## config.mk

```make
export PLATFORM = sky130hd
export DESIGN_NAME = pipelined_signed_addsub
export DESIGN_NICKNAME = d
export VERILOG_FILES = /design/src/rtl/pipelined_signed_addsub.sv
export SDC_FILE = /design/constraint.sdc
export NUM_CORES = 1
export LEC_CHECK = 0
export ABC_AREA = 1
export CAP_MARGIN = 30
export CORE_UTILIZATION = 59
export CTS_BUF_LIST = sky130_fd_sc_hd__clkbuf_2
export DETAILED_ROUTE_END_ITERATION = 10
export PLACE_DENSITY_LB_ADDON = 0.05
export SETUP_SLACK_MARGIN = 0.5
export SYNTH_ARGS = -nofsm -noshare
export SYNTH_HDL_FRONTEND = slang
export SYNTH_SLANG_ARGS = --single-unit
export TNS_END_PERCENT = 50
```

## constraint.sdc

```tcl
create_clock -name clk -period 5 [get_ports clk]
set_clock_uncertainty 0.15 [all_clocks]
set_input_delay 1 -clock clk [delete_from_list [all_inputs] [get_ports clk]]
set_output_delay 1 -clock clk [all_outputs]
set_load 0.01 [all_outputs]
```

## src/rtl/pipelined_signed_addsub.sv

```systemverilog
// Pipelined signed adder/subtractor: CHUNK-bit ripple slices, one register per slice, skewed operands.
// Optional macro SATURATE_EN clamps SUM on signed overflow in the final slice.
module pipelined_signed_addsub #(
  parameter int WIDTH = 16,
  parameter int CHUNK = 4
) (
  input  logic             clk,
  input  logic             rst,
  input  logic             in_valid,
  output logic             in_ready,
  input  logic [WIDTH-1:0] a,
  input  logic [WIDTH-1:0] b,
  input  logic             sub,
  input  logic             c_in,
  output logic             out_valid,
  input  logic             out_ready,
  output logic [WIDTH-1:0] sum,
  output logic             carry,
  output logic             overflow,
  output logic             ovf_sticky,
  input  logic             ovf_clr
);

  localparam int STAGES = WIDTH / CHUNK;

  logic advance;

  assign in_ready = !out_valid || out_ready;
  assign advance  = in_ready;

  // Operand capture: B is inverted and carry-in forced for subtraction here.
  logic             in_v_q;
  logic             in_c_q;
  logic [WIDTH-1:0] in_a_q;
  logic [WIDTH-1:0] in_b_q;

  always_ff @(posedge clk or posedge rst) begin
    if (rst) begin
      in_v_q <= 1'b0;
      in_c_q <= 1'b0;
      in_a_q <= '0;
      in_b_q <= '0;
    end else if (advance) begin
      in_v_q <= in_valid;
      if (in_valid) begin
        in_a_q <= a;
        in_b_q <= sub ? ~b : b;
        in_c_q <= sub | c_in;
      end
    end
  end

  // Slice k consumes the low chunk of what is left of the operands and passes the rest upward.
  for (genvar k = 0; k < STAGES - 1; k++) begin : g_slice
    localparam int IW = WIDTH - k * CHUNK;
    localparam int SW = (k + 1) * CHUNK;

    logic [IW-1:0]       a_i;
    logic [IW-1:0]       b_i;
    logic                v_i;
    logic                c_i;
    logic [CHUNK:0]      part;
    logic [SW-1:0]       s_next;
    logic                v_q;
    logic                c_q;
    logic [IW-CHUNK-1:0] a_q;
    logic [IW-CHUNK-1:0] b_q;
    logic [SW-1:0]       s_q;

    if (k == 0) begin : g_src
      assign a_i    = in_a_q;
      assign b_i    = in_b_q;
      assign v_i    = in_v_q;
      assign c_i    = in_c_q;
      assign s_next = part[CHUNK-1:0];
    end else begin : g_src
      assign a_i    = g_slice[k-1].a_q;
      assign b_i    = g_slice[k-1].b_q;
      assign v_i    = g_slice[k-1].v_q;
      assign c_i    = g_slice[k-1].c_q;
      assign s_next = {part[CHUNK-1:0], g_slice[k-1].s_q};
    end

    assign part = {1'b0, a_i[CHUNK-1:0]} + {1'b0, b_i[CHUNK-1:0]} + {{CHUNK{1'b0}}, c_i};

    always_ff @(posedge clk or posedge rst) begin
      if (rst) begin
        v_q <= 1'b0;
        c_q <= 1'b0;
        a_q <= '0;
        b_q <= '0;
        s_q <= '0;
      end else if (advance) begin
        v_q <= v_i;
        c_q <= part[CHUNK];
        a_q <= a_i[IW-1:CHUNK];
        b_q <= b_i[IW-1:CHUNK];
        s_q <= s_next;
      end
    end
  end

  logic [CHUNK-1:0] a_l;
  logic [CHUNK-1:0] b_l;
  logic             v_l;
  logic             c_l;
  logic [CHUNK:0]   part_l;
  logic [WIDTH-1:0] raw_sum;
  logic [WIDTH-1:0] sum_l;
  logic             ovf_l;

  if (STAGES == 1) begin : g_last
    assign a_l     = in_a_q;
    assign b_l     = in_b_q;
    assign v_l     = in_v_q;
    assign c_l     = in_c_q;
    assign raw_sum = part_l[CHUNK-1:0];
  end else begin : g_last
    assign a_l     = g_slice[STAGES-2].a_q;
    assign b_l     = g_slice[STAGES-2].b_q;
    assign v_l     = g_slice[STAGES-2].v_q;
    assign c_l     = g_slice[STAGES-2].c_q;
    assign raw_sum = {part_l[CHUNK-1:0], g_slice[STAGES-2].s_q};
  end

  assign part_l = {1'b0, a_l} + {1'b0, b_l} + {{CHUNK{1'b0}}, c_l};
  assign ovf_l  = (a_l[CHUNK-1] == b_l[CHUNK-1]) && (part_l[CHUNK-1] != a_l[CHUNK-1]);

`ifdef SATURATE_EN
  // Clamp direction follows the sign of A, which equals the sign of the true result on overflow.
  assign sum_l = !ovf_l ? raw_sum :
                 a_l[CHUNK-1] ? {1'b1, {(WIDTH-1){1'b0}}} : {1'b0, {(WIDTH-1){1'b1}}};
`else
  assign sum_l = raw_sum;
`endif

  always_ff @(posedge clk or posedge rst) begin
    if (rst) begin
      out_valid <= 1'b0;
      sum       <= '0;
      carry     <= 1'b0;
      overflow  <= 1'b0;
    end else if (advance) begin
      out_valid <= v_l;
      if (v_l) begin
        sum      <= sum_l;
        carry    <= part_l[CHUNK];
        overflow <= ovf_l;
      end
    end
  end

  always_ff @(posedge clk or posedge rst) begin
    if (rst) begin
      ovf_sticky <= 1'b0;
    end else if (out_valid && out_ready && overflow) begin
      ovf_sticky <= 1'b1;
    end else if (ovf_clr) begin
      ovf_sticky <= 1'b0;
    end
  end

endmodule

```

==> results of run 1 <==
registers in the layout (all words and copies together) (netlist names):
| register | count |
|---|---|
| a_l | 4 |
| b_l | 4 |
| c_l | 1 |
| carry | 1 |
| g_slice.a_i | 16 |
| g_slice.a_q | 20 |
| g_slice.b_i | 16 |
| g_slice.b_q | 20 |
| g_slice.c_i | 1 |
| g_slice.c_q | 2 |
| g_slice.s_q | 24 |
| g_slice.v_i | 1 |
| g_slice.v_q | 3 |
| out_valid | 1 |
| overflow | 1 |
| ovf_sticky | 1 |
| sum | 16 |
metal layers:
metal | vias to the layer above | track usage [%]
li1 | 2002 | -
met1 | 1866 | 28.8
met2 | 83 | 35.8
met3 | 11 | 4.37
met4 | 0 | 8.36
met5 | - | 0
critical path: cells and delay by family:
family	cells	cell delay [ns]
buf+inv	3	1.15
simple gates	1	0.26
per-stage QoR:
step / power, mW / instance area [um2]
3_5_place_dp: 3.19 / 6320
2_1_floorplan: 2.82 / 5780
5_1_grt: 4.23 / 6630
3_3_place_gp: 3.11 / 6320
6_report: 3.89 / 6630
4_1_cts: 3.93 / 6610
cells in the mapped netlist:
library cell    n  area (um2)
nand2_1       229         860
dfrtp_1       132        3300
inv_1          50         188
o21ai_0        36         180
o21ai_1        30         150
nand3_1        19        95.1
xnor2_1        17         149
o21ai_2        15         131
nor2_1         13        48.8
buf_6          12         135
ha_1           12         150
buf_2           9        45.0
fa_1            8         160
a21oi_1         6        30.0
buf_4           4        30.0
nand2_4         3        33.8
a21oi_2         2        17.5
o22ai_2         2        25.0
buf_8           1        15.0
clkbuf_1        1        3.75
clkbuf_2        1        5.00
inv_2           1        3.75
inv_4           1        6.26
nor3_2          1        10.0
logic make-up after synthesis:
family | after synthesis | share of synthesized area, %
AO/OA/AOI/OAI | 91 | 9.25
buffers and inverters | 80 | 7.47
adder cells (fa/ha/maj) | 20 | 5.37
XOR/XNOR | 17 | 2.58
AND/OR/NAND/NOR | 265 | 18.1
flip-flops | 132 | 57.2
cell type report:
class	count	area (um2)	share of cell area, %
inverters	52	201	3.04
clock inverters	13	188	2.83
multi-input cells	393	2040	30.8
clock buffers	19	95.1	1.43
flip-flops and latches	132	3300	49.8
well taps	129	161	2.44
repair buffers	62	638	9.63
where the power goes:
group / internal (mW) / leakage (nW) / switching (mW)
clock network: 0.374 / 0.168 / 0.359
registers: 1.51 / 1.63 / 0.242
logic: 0.598 / 1.49 / 0.802
total: 2.49 / 3.29 / 1.40
worst max-delay path by stage:
| stage | start | endpoint | slack (ns) | depth (start not counted) |
|---|---|---|---|---|
| after floorplan | rst | a_l[0] | 2.21 | 1 |
| after global routing | out_ready | in_ready | 1.36 | 4 |
| final | out_ready | in_ready | 1.43 | 4 |
| after global placement | out_ready | in_ready | 1.44 | 4 |
| after detailed placement | out_ready | in_ready | 1.43 | 4 |
| after CTS | out_ready | in_ready | 1.43 | 4 |
layout by cell type, fill, tap and decap left out, drive strengths merged:
cell type,instances
nand2,232
dfrtp,132
o22ai,2
inv,51
clkdlybuf4s50,59
nand3,19
clkbuf,19
buf,3
o21ai,81
clkinv,7
nor3,1
fa,8
xnor2,17
clkinvlp,2
ha,12
bufinv,5
a21oi,8
nor2,13
==> impl_metrics.env, run 1 <==
export IMPL_r2r_slack_ns=2.59
export IMPL_antenna_found_initial=0
export IMPL_powerDensity_nw_per_um2=587
export IMPL_wl_met2_mm=4.44
export IMPL_antenna_cells=0
export IMPL_fin_util_pct=70.7
export IMPL_cp_max_fo=30
export IMPL_cp_common_cell="clkdlybuf4s50_1"
export IMPL_die_width_um=101
export IMPL_netlist_instances=605
export IMPL_synth_area_per_cell_um2=9.55
export IMPL_track_usage_pct=21.8
export IMPL_fin_hold_ws_ns=0.335
export IMPL_drc=0
export IMPL_drive_gt1_share_pct=8.49
export IMPL_portBuffers=59
export IMPL_pre_cts_ws_ns=1.43
export IMPL_core_rowCount=35
export IMPL_initial_core_util_pct=61.6
export IMPL_reg2regPathDepth=5
export IMPL_synth_warnings=0
export IMPL_hold_class="reg2reg"
export IMPL_post_cts_resized=0
export IMPL_clock_path_buffers=2
export IMPL_slew_violations=0
export IMPL_nNetsFinal=717
export IMPL_hpwlAfterDp_mm=6.50
export IMPL_chipHeight_um=101
export IMPL_synth_seq_area_share_pct=57.2
export IMPL_fin_crit_sh_pct=71.4
export IMPL_wl_per_cell_um=12.0
export IMPL_hold_buffers=0
export IMPL_relSlewSlack_pct=40.6
export IMPL_final_setup_worst_slack_ns=1.43
export IMPL_cts_tree="yes"
export IMPL_finalCriticalPeriod_ns=3.57
export IMPL_tightest_slew_ns=0.889
export IMPL_grt_pass1_vias=3869
export IMPL_fmax_mhz=280
export IMPL_vdd_drop_max_mv=0.236
export IMPL_area_delta_synth_final_pct=14.8
export IMPL_grt_overflow=0
export IMPL_ys_ff_latch=132
export IMPL_htree_num_levels=4
export IMPL_cts_sinks=132
export IMPL_timing_rr_end="g_slice[1].c_q"
export IMPL_cellLeakagePower_nw=3.29
export IMPL_setup_violations=0
export IMPL_ys_types=24
export IMPL_dieArea_um2=10200
export IMPL_drt_iter0_drc=199
export IMPL_route_met3_wl_um=342
export IMPL_place_inst=767
export IMPL_drt_total_wl_mm=9.60
export IMPL_status="finished clean"
export IMPL_viasPerCell=4.95
export IMPL_max_cap_violations=0
export IMPL_slowest_delay_ns=0.60
export IMPL_wl_met1_mm=4.70
export IMPL_min_delay_path_depth=2
export IMPL_hold_violations=0
export IMPL_syn_cell_area_um2=5780
export IMPL_ant_nets=0
export IMPL_numCtsBuffers=17
export IMPL_root_buffer="clkbuf_2"
export IMPL_post_cts_buffers=0
export IMPL_fillers=787
export IMPL_io_pins=60
export IMPL_first_pass_iters=5
export IMPL_finalNonFillerCells=800
export IMPL_min_to="g_slice[2].s_q[3]"
export IMPL_crit_required_ns=3.85
export IMPL_grt_max_degree=90
export IMPL_clk_pin_slew_ns=0.18
export IMPL_crit_chain="clkdlybuf4s50_1 > inv_1 > nand2_4 > clkdlybuf4s50_1"
export IMPL_tns_ns=0
export IMPL_start_kind="primary input"
export IMPL_top_layer="met4"
export IMPL_vias=3962
export IMPL_end_kind="primary output"
export IMPL_cp_slowest_cell="clkdlybuf4s50_1"
export IMPL_gp_congestion=0.769
export IMPL_critical_path_arrival_ns=2.42
export IMPL_grt_first_pass_wirelength_mm=17.1
export IMPL_rsz0062_at_grt="false"
export IMPL_syn_num_nets=664
export IMPL_worstSetupPathType="in2out"
export IMPL_insertion_delay_ns=0.64
export IMPL_hp_start="g_slice[1].s_q[3]"
export IMPL_r2r_start="out_valid"
export IMPL_core_um2=9370
Note: power is estimated with default switching activity, not from simulation.
==> run 2: changes to the inputs <==
CORE_UTILIZATION = 53   (was 59)
clock period = 3.04 ns   (was 5 ns; I/O delays follow)
==> run 2 against run 1 <==
Effect of this change:
- register-to-register slack got worse by 1.6 ns
- sequential share of layout area shrank 0.085 points
- wire length rose by 0.40%
- combinational power up 65%
- via count shrank 1.6%
- global-route usage fell by 2.3 points
- cell area grew 0.17%
- non-clock buffer count rose by 4
- setup slack worse by 0.80 ns
- worst hold slack worse by 0.12 ns
- first-iteration DRC count shrank 28%
- power up 62%
- largest cell class unchanged
==> impl_metrics.env, run 2 (synthesis gave the netlist of run 1 again) <==
export IMPL_cp_max_fo=3
export IMPL_route_met3_wl_um=346
export IMPL_fillers=910
export IMPL_status="finished clean"
export IMPL_p_sw_share_pct=36.5
export IMPL_antenna_cells=0
export IMPL_power_mw=6.31
export IMPL_top_regs="g_slice.s_q: 24 flops, g_slice.a_q: 20 flops, g_slice.b_q: 20 flops"
export IMPL_p_sw_mw=2.30
export IMPL_drive_gt1_share_pct=8.89
export IMPL_wl_per_cell_um=11.9
export IMPL_worstSetupPathType="reg2out"
export IMPL_largest_register="g_slice.s_q"
export IMPL_setup_violations=0
export IMPL_cts_tree="yes"
export IMPL_core_um2=10500
export IMPL_die_width_um=106
export IMPL_max_cap_violations=0
export IMPL_cell_internal_pwr_mw=4.01
export IMPL_hpwlAfterDp_mm=6.57
export IMPL_drt_total_wl_mm=9.63
export IMPL_largest_reg_flops=24
export IMPL_start_kind="register"
export IMPL_reg2regPathDepth=5
export IMPL_slowest_delay_ns=0.56
export IMPL_initial_core_util_pct=55.2
export IMPL_portBuffers=59
export IMPL_hold_violations=0
export IMPL_clk_pin_slew_ns=0.18
export IMPL_r2r_slack_ns=1.02
export IMPL_tns_ns=0
export IMPL_core_rowCount=37
export IMPL_insertion_delay_ns=0.66
export IMPL_cp_slowest_cell="clkdlybuf4s50_1"
export IMPL_crit_chain="clkdlybuf4s50_1"
export IMPL_finalCriticalPeriod_ns=2.41
export IMPL_relSlewSlack_pct=55.6
export IMPL_hold_class="in2async"
export IMPL_numCtsBuffers=17
export IMPL_clock_path_buffers=2
export IMPL_p_comb_share_pct=36.7
export IMPL_tightest_slew_ns=0.665
export IMPL_root_buffer="clkbuf_2"
export IMPL_vias=3898
export IMPL_drt_iter0_drc=143
export IMPL_io_pins=60
export IMPL_cellLeakagePower_nw=3.29
export IMPL_cp_top_family="buffers and inverters"
export IMPL_dieArea_um2=11300
export IMPL_powerDensity_nw_per_um2=951
export IMPL_seqPwrFrac_pct=45.6
export IMPL_area_delta_synth_final_pct=14.9
export IMPL_cts_sinks=132
export IMPL_grt_pass1_vias=3859
export IMPL_nNetsFinal=721
export IMPL_ant_nets=0
export IMPL_mostFrequentLayoutCells="nand2_1 (229), dfrtp_1 (132), clkdlybuf4s50_1 (58)"
export IMPL_slew_violations=0
export IMPL_antenna_found_initial=0
export IMPL_path_buf_inv=1
export IMPL_fin_crit_sh_pct=79.2
export IMPL_drc=0
export IMPL_first_pass_iters=6
export IMPL_final_common_cell="nand2_1"
export IMPL_chipHeight_um=106
export IMPL_wl_met1_mm=4.75
export IMPL_gp_congestion=0.774
export IMPL_viasPerCell=4.81
export IMPL_vdd_drop_max_mv=0.356
export IMPL_critical_path_arrival_ns=1.65
export IMPL_r2r_start="out_valid"
export IMPL_wl_met2_mm=4.42
export IMPL_seq_area_um2=3300
export IMPL_fmax_mhz=415
export IMPL_top_layer="met4"
export IMPL_timing_rr_end="g_slice[1].c_q"
export IMPL_grt_max_degree=68
export IMPL_htree_num_levels=4
export IMPL_rsz0062_at_grt="false"
export IMPL_multi_input_comb_area_um2=2040
export IMPL_grt_first_pass_wirelength_mm=17.0
export IMPL_track_usage_pct=19.5
export IMPL_hold_buffers=0
export IMPL_pwr_share_clk_pct=17.7
export IMPL_grt_overflow=0
export IMPL_crit_required_ns=2.28
export IMPL_end_kind="primary output"
## run 2: cell count changes in the layout (fill, tap and decap cells not counted), sizes merged
cell / previous run / this run
clkdlybuf4s50: 59 / 58
bufinv: 5 / 4
buf: 3 / 7
dlygate4sd2: 0 / 1
clkbuf: 19 / 18
clkinv: 7 / 9
## run 2: per-stage QoR
| step | std cells | hold WS (ns) | util, % | instance area (um2) | setup slack (ns) |
|---|---|---|---|---|---|
| after floorplan | 605 | 0.292 | - | 5780 | 0.645 |
| after global placement | 779 | 0.305 | 61.0 | 6380 | 0.377 |
| after detailed placement | 779 | 0.310 | 61.0 | 6380 | 0.323 |
| after CTS | 811 | 0.170 | 63.5 | 6640 | 0.547 |
| after global routing | 811 | 0.176 | 63.5 | 6640 | 0.501 |
| final | 811 | 0.213 | 63.5 | 6640 | 0.633 |
## run 2: area by class of cell
| cell class | count | share of cell area [%] |
|---|---|---|
| clock buffers | 18 | 1.36 |
| clock inverters | 14 | 2.51 |
| inverters | 52 | 3.03 |
| multi-input cells | 393 | 30.7 |
| flip-flops and latches | 132 | 49.8 |
| well taps | 136 | 2.56 |
| repair buffers | 66 | 10.0 |
## run 2: power groups by stage
stage	clock, mW	combinational [mW]	sequential [mW]
after floorplan	0	1.74	2.89
after global placement	0	2.25	2.90
after detailed placement	0	2.33	2.92
after CTS	1.16	2.36	2.88
after global routing	1.22	2.69	2.97
final	1.12	2.31	2.88
## run 2: worst max path at each step
stage,to,start,slack (ns),cells after the start
detailed placement,g_slice[1].c_q,out_ready,0.32,7
finish,out_valid,out_valid,0.63,1
CTS,out_valid,out_valid,0.55,1
global route,out_valid,out_valid,0.50,1
floorplan,a_l[0],rst,0.64,1
global placement,g_slice[1].c_q,out_ready,0.38,7
## run 2: timing repair
action	CTS	global route
setup buffers	0	0
hold endpoints to repair	0	0
gates resized for setup	1	0
endpoints found under the setup margin	1	0
## run 2: layer usage
metal / global-route usage, % / vias to the layer above
met5: 0 / -
met4: 7.84 / 0
met3: 5.76 / 11
met2: 30.9 / 72
met1: 25.2 / 1807
li1: - / 2008
==> run 3: changes to the inputs <==
clock period = 2.16 ns   (was 3.04 ns; I/O delays follow)
==> run 3 against run 2 <==
Effect of this change:
- clock power rose by 29%
- first-iteration DRC count rose by 19%
- critical path depth rose by 2
- cell count rose by 3.7%
- critical path type unchanged
- largest cell class unchanged
- largest power group unchanged
==> impl_metrics.env, run 3 (synthesis gave the netlist of run 1 again) <==
export IMPL_relSlewSlack_pct=62.1
export IMPL_tightest_slew_ns=0.569
export IMPL_area_delta_synth_final_pct=18.0
export IMPL_clock_path_buffers=2
export IMPL_grt_max_degree=107
export IMPL_core_rowCount=37
export IMPL_finalInstanceArea_um2=6820
export IMPL_critPathCapture="in_ready"
export IMPL_setup_violations=0
export IMPL_status="finished clean"
export IMPL_cts_sinks=132
export IMPL_r2r_slack_ns=0.39
export IMPL_vdd_drop_max_mv=0.505
export IMPL_initial_core_util_pct=55.2
export IMPL_place_area_um2=6490
export IMPL_rsz0062_at_grt="true"
export IMPL_largest_register="g_slice.s_q"
export IMPL_place_inst=788
export IMPL_portBuffers=59
export IMPL_drt_iter0_drc=170
export IMPL_cp_max_fo=2
export IMPL_antenna_found_initial=0
export IMPL_antenna_cells=0
export IMPL_drc=0
export IMPL_hold_violations=0
export IMPL_insertion_delay_ns=0.68
export IMPL_viasPerCell=4.72
export IMPL_final_common_cell="nand2_1"
export IMPL_wl_per_cell_um=11.7
export IMPL_chipHeight_um=106
export IMPL_largest_reg_flops=24
export IMPL_crit_required_ns=1.58
export IMPL_grt_pass1_vias=3950
export IMPL_end_kind="primary output"
export IMPL_vias=3966
export IMPL_start_kind="register"
export IMPL_dieArea_um2=11300
export IMPL_grt_overflow=0
export IMPL_htree_num_levels=4
export IMPL_hold_class="in2async"
export IMPL_fmax_mhz=514
export IMPL_worstSetupPathType="reg2out"
export IMPL_hpwlAfterDp_mm=6.71
export IMPL_fin_util_pct=65.1
export IMPL_r2r_start="g_slice[0].b_q[0]"
export IMPL_max_cap_violations=0
export IMPL_drive_gt1_share_pct=16.6
export IMPL_top_regs="g_slice.s_q: 24 flops, g_slice.a_q: 20 flops, g_slice.b_q: 20 flops"
export IMPL_cellLeakagePower_nw=3.46
export IMPL_finalCriticalPeriod_ns=1.95
export IMPL_cts_tree="yes"
export IMPL_slew_violations=0
export IMPL_path_buf_inv=2
export IMPL_ant_nets=0
export IMPL_powerDensity_nw_per_um2=1330
export IMPL_hold_buffers=0
export IMPL_gp_congestion=0.755
export IMPL_critical_path_arrival_ns=1.37
export IMPL_fin_crit_sh_pct=90.2
export IMPL_io_pins=60
export IMPL_cp_depth=3
export IMPL_crit_start="out_valid"
export IMPL_numCtsBuffers=17
export IMPL_reg2regPathDepth=6
export IMPL_core_um2=10500
export IMPL_root_buffer="clkbuf_2"
export IMPL_first_pass_iters=4
export IMPL_cp_common_cell="buf_6"
export IMPL_track_usage_pct=20.2
export IMPL_drt_total_wl_mm=9.87
export IMPL_crit_chain="buf_6 > nand2_4 > buf_6"
export IMPL_mostFrequentLayoutCells="nand2_1 (229), dfrtp_1 (132), inv_1 (49)"
export IMPL_power_mw=9.09
export IMPL_finalNonFillerCells=841
export IMPL_die_width_um=106
export IMPL_cp_top_family="flip-flops"
export IMPL_clk_pin_slew_ns=0.18
export IMPL_nNetsFinal=752
export IMPL_slowest_delay_ns=0.43
export IMPL_timing_rr_end="g_slice[1].c_q"
export IMPL_grt_first_pass_wirelength_mm=17.7
export IMPL_cp_slowest_cell="dfrtp_1"
run 3: changes by cell type in the layout (fill, tap and decap cells not counted), sizes merged:
cell           change
buf               +45
bufinv             -1
clkbuf             +5
clkdlybuf4s50     -20
clkinvlp           +1
run 3: report_power, final:
group / internal [mW] / switching [mW]
logic: 1.63 / 1.95
clock network: 0.610 / 0.842
registers: 3.50 / 0.557
run 3: repair_timing:
item,CTS,global route
pin swaps,1,2
gates resized for setup,65,22
endpoints found under the setup margin,31,51
setup buffers,11,11
run 3: cell type report:
| cell class | count | area [um2] |
|---|---|---|
| Timing Repair Buffer | 97 | 847 |
| Inverter | 52 | 201 |
| Tap cell | 136 | 170 |
| Fill cell | 921 | 3650 |
| Sequential cell | 132 | 3300 |
| Clock inverter | 14 | 144 |
| Multi-Input combinational cell | 393 | 2060 |
| Clock buffer | 17 | 85.1 |
run 3: per-layer routing:
metal  global-route usage [%]  routed length [um]  part of all wire [%]  up-vias
met4                     7.84                 125                   1.3        0
met3                     5.70                 417                   4.2        9
met5                        0                   0                     0        -
met2                     30.9                4410                    45       78
li1                         -                   -                     -     2065
met1                     27.2                4920                    50     1814
run 3: worst min-delay path by stage:
| stage | start | endpoint | slack, ns |
|---|---|---|---|
| after floorplan | g_slice[0].a_q[10] | g_slice[0].a_q[10] | 0.29 |
| after global placement | g_slice[0].v_i | g_slice[0].v_i | 0.31 |
| after global routing | rst | carry | 0.01 |
| after detailed placement | g_slice[0].s_q[1] | g_slice[1].s_q[1] | 0.31 |
| final | rst | sum[14] | 0.06 |
| after CTS | rst | sum[14] | 0.008 |
run 3: worst reg2reg max path, stage by stage, from the launching register on:
cell	delay [ns]
dfrtp_1	0.45
fa_2	0.43
fa_2	0.35
nand2_1	0.06
inv_1	0.06
o21ai_2	0.12
a21oi_2	0.06
run 3: stage by stage:
stage | hold WS [ns] | TNS (ns) | worst slack, ns
floorplan | 0.292 | -7.81 | -0.0592
global placement | 0.306 | -0.00672 | -0.00672
detailed placement | 0.308 | -0.00542 | -0.00542
CTS | 0.00798 | 0 | 0.129
global route | 0.0109 | 0 | 0.0878
finish | 0.0599 | 0 | 0.213
==> patch, RTL diff (settings of run 3) <==
`CHUNK`: 4 -> 2.
--- a/src/rtl/pipelined_signed_addsub.sv
+++ b/src/rtl/pipelined_signed_addsub.sv
@@ -2,7 +2,7 @@
 // Optional macro SATURATE_EN clamps SUM on signed overflow in the final slice.
 module pipelined_signed_addsub #(
   parameter int WIDTH = 16,
-  parameter int CHUNK = 4
+  parameter int CHUNK = 2
 ) (
   input  logic             clk,
   input  logic             rst,
Formal check against the unedited RTL: not equivalent (Yosys sat finds a counterexample within 10 cycles, from zero or initial values and one cycle with rst high).
==> patch against run 3 <==
  * Die area up 60%
  * Clock power up 80%
  * Wire length up 60%
  * Design area up 62%
  * Power up 58%
  * Combinational power up 30%
  * Area after synthesis up 61%
  * Setup slack worse by 0.10 ns
  * Sequential cell count up 104
==> patch: results (changes against run 3) <==
- Syn_area_per_cell: 9.83 sq um (+3.0%)
- Pre-CTS setup slack: -0.00498 ns (+0.000435 ns)
- Inst Count DP: 1203 (+53%)
- Met2 Routed Length: 7240 um (+64%)
- Slowest stage cell, crit path: dfrtp_2
- Leakage: 5.44 nW (+57%)
- Final GP Congestion: 0.712 (-5.7%)
- Synth cell types: 18 (-25%)
- Power Internal: 9.34 mW (+63%)
- Number of DRC markers in iteration 0: 316 (+86%)
- M1 WL: 7640 um (+55%)
- Sequential share of power: 49.3% (+4.6 points)
- Outcome: finished, final reports clean
- Tot Pwr: 14.4 mW (+58%)
- Met3 WL: 678 um (+63%)
- Syn_nets: 1002 (+51%)
- Largest net degree at the start of global routing: 98 (-8.4%)
- Final Critical Period: 2.05 ns (+0.101 ns)
- Synth area leaders: dfrtp_1 (63%), nand2_1 (12%), o21ai_0 (7.5%), inv_1 (4.4%), fa_1 (3.4%)
- R2r setup slk: 0.29 ns (-0.10 ns)
- Vias: 6249 (+58%)
- Maximum vdd drop: 0.521 mV (+3.3%)
- Logic pwr share: 32.5% (-6.9 points)
- Ratio of cells with drive above 1 in the final layout: 17.1% (+0.51 points)
- # H-tree levels: 2 (-2)
- Adder-cell area share of the yosys netlist: 3.58% (-1.8 points)
- Placed standard-cell area: 10200 sq um (+57%)
- Fin Hold WS: 0.100 ns (+0.0405 ns)
- R2r startpoint: a_l[0]$_DFFE_PP0N_
- Clock Latency Late Sink: 0.79 ns (+0.11 ns)
- Regs by FF count: g_slice.s_q: 56 flops, g_slice.a_q: 54 flops, g_slice.b_q: 54 flops
- R2R cell count: 9 (+3)
- Critical path data arrival time: 1.47 ns (+0.10 ns)
- Sequential-to-total area share from yosys stat: 63.5% (+6.3 points)
- Synth Area in Compound Gates: 10.7% (+1.5 points)
- Initial antenna violation count: 1 (+1)
- Drt total wl: 15800 um (+60%)
- Reg clk slew, reported paths: 0.09 ns (-0.09 ns)
- Vias in the first global route: 6148 (+56%)
- Post-DP HPWL: 9420 um (+40%)
- CP max FO: 4 (+2)
-- patch: changes by cell type in the layout (fill, tap and decap cells not counted), moves of 32 or more --
cell	before	now
o21ai_1	32	64
inv_1	49	94
dfrtp_1	132	235
o21ai_0	33	134
nand2_1	229	306
clkbuf_2	23	85
-- patch: area by class of cell --
type / count / area share [%]
Antenna cell: 1 / 0.0227
Clock buffer: 85 / 3.86
Clock inverter: 6 / 0.204
Inverter: 112 / 3.90
Multi-Input combinational cell: 548 / 24.8
Sequential cell: 236 / 53.6
Tap cell: 225 / 2.56
Timing Repair Buffer: 124 / 11.1
-- patch: metal layers --
metal | vias up | track usage [%]
met3 | 19 | 4.58
met4 | 0 | 6.93
met5 | - | 0
met1 | 2882 | 24.0
met2 | 120 | 29.9
li1 | 3228 | -
-- patch: what timing repair did --
item / in CTS / in global routing
resized for setup: 70 / 59
endpoints found under the hold margin: 121 / 0
endpoints found under the setup margin: 30 / 113
setup buffers: 10 / 13
gates cloned: 0 / 1
pin swaps: 1 / 17
hold buffers: 18 / 0
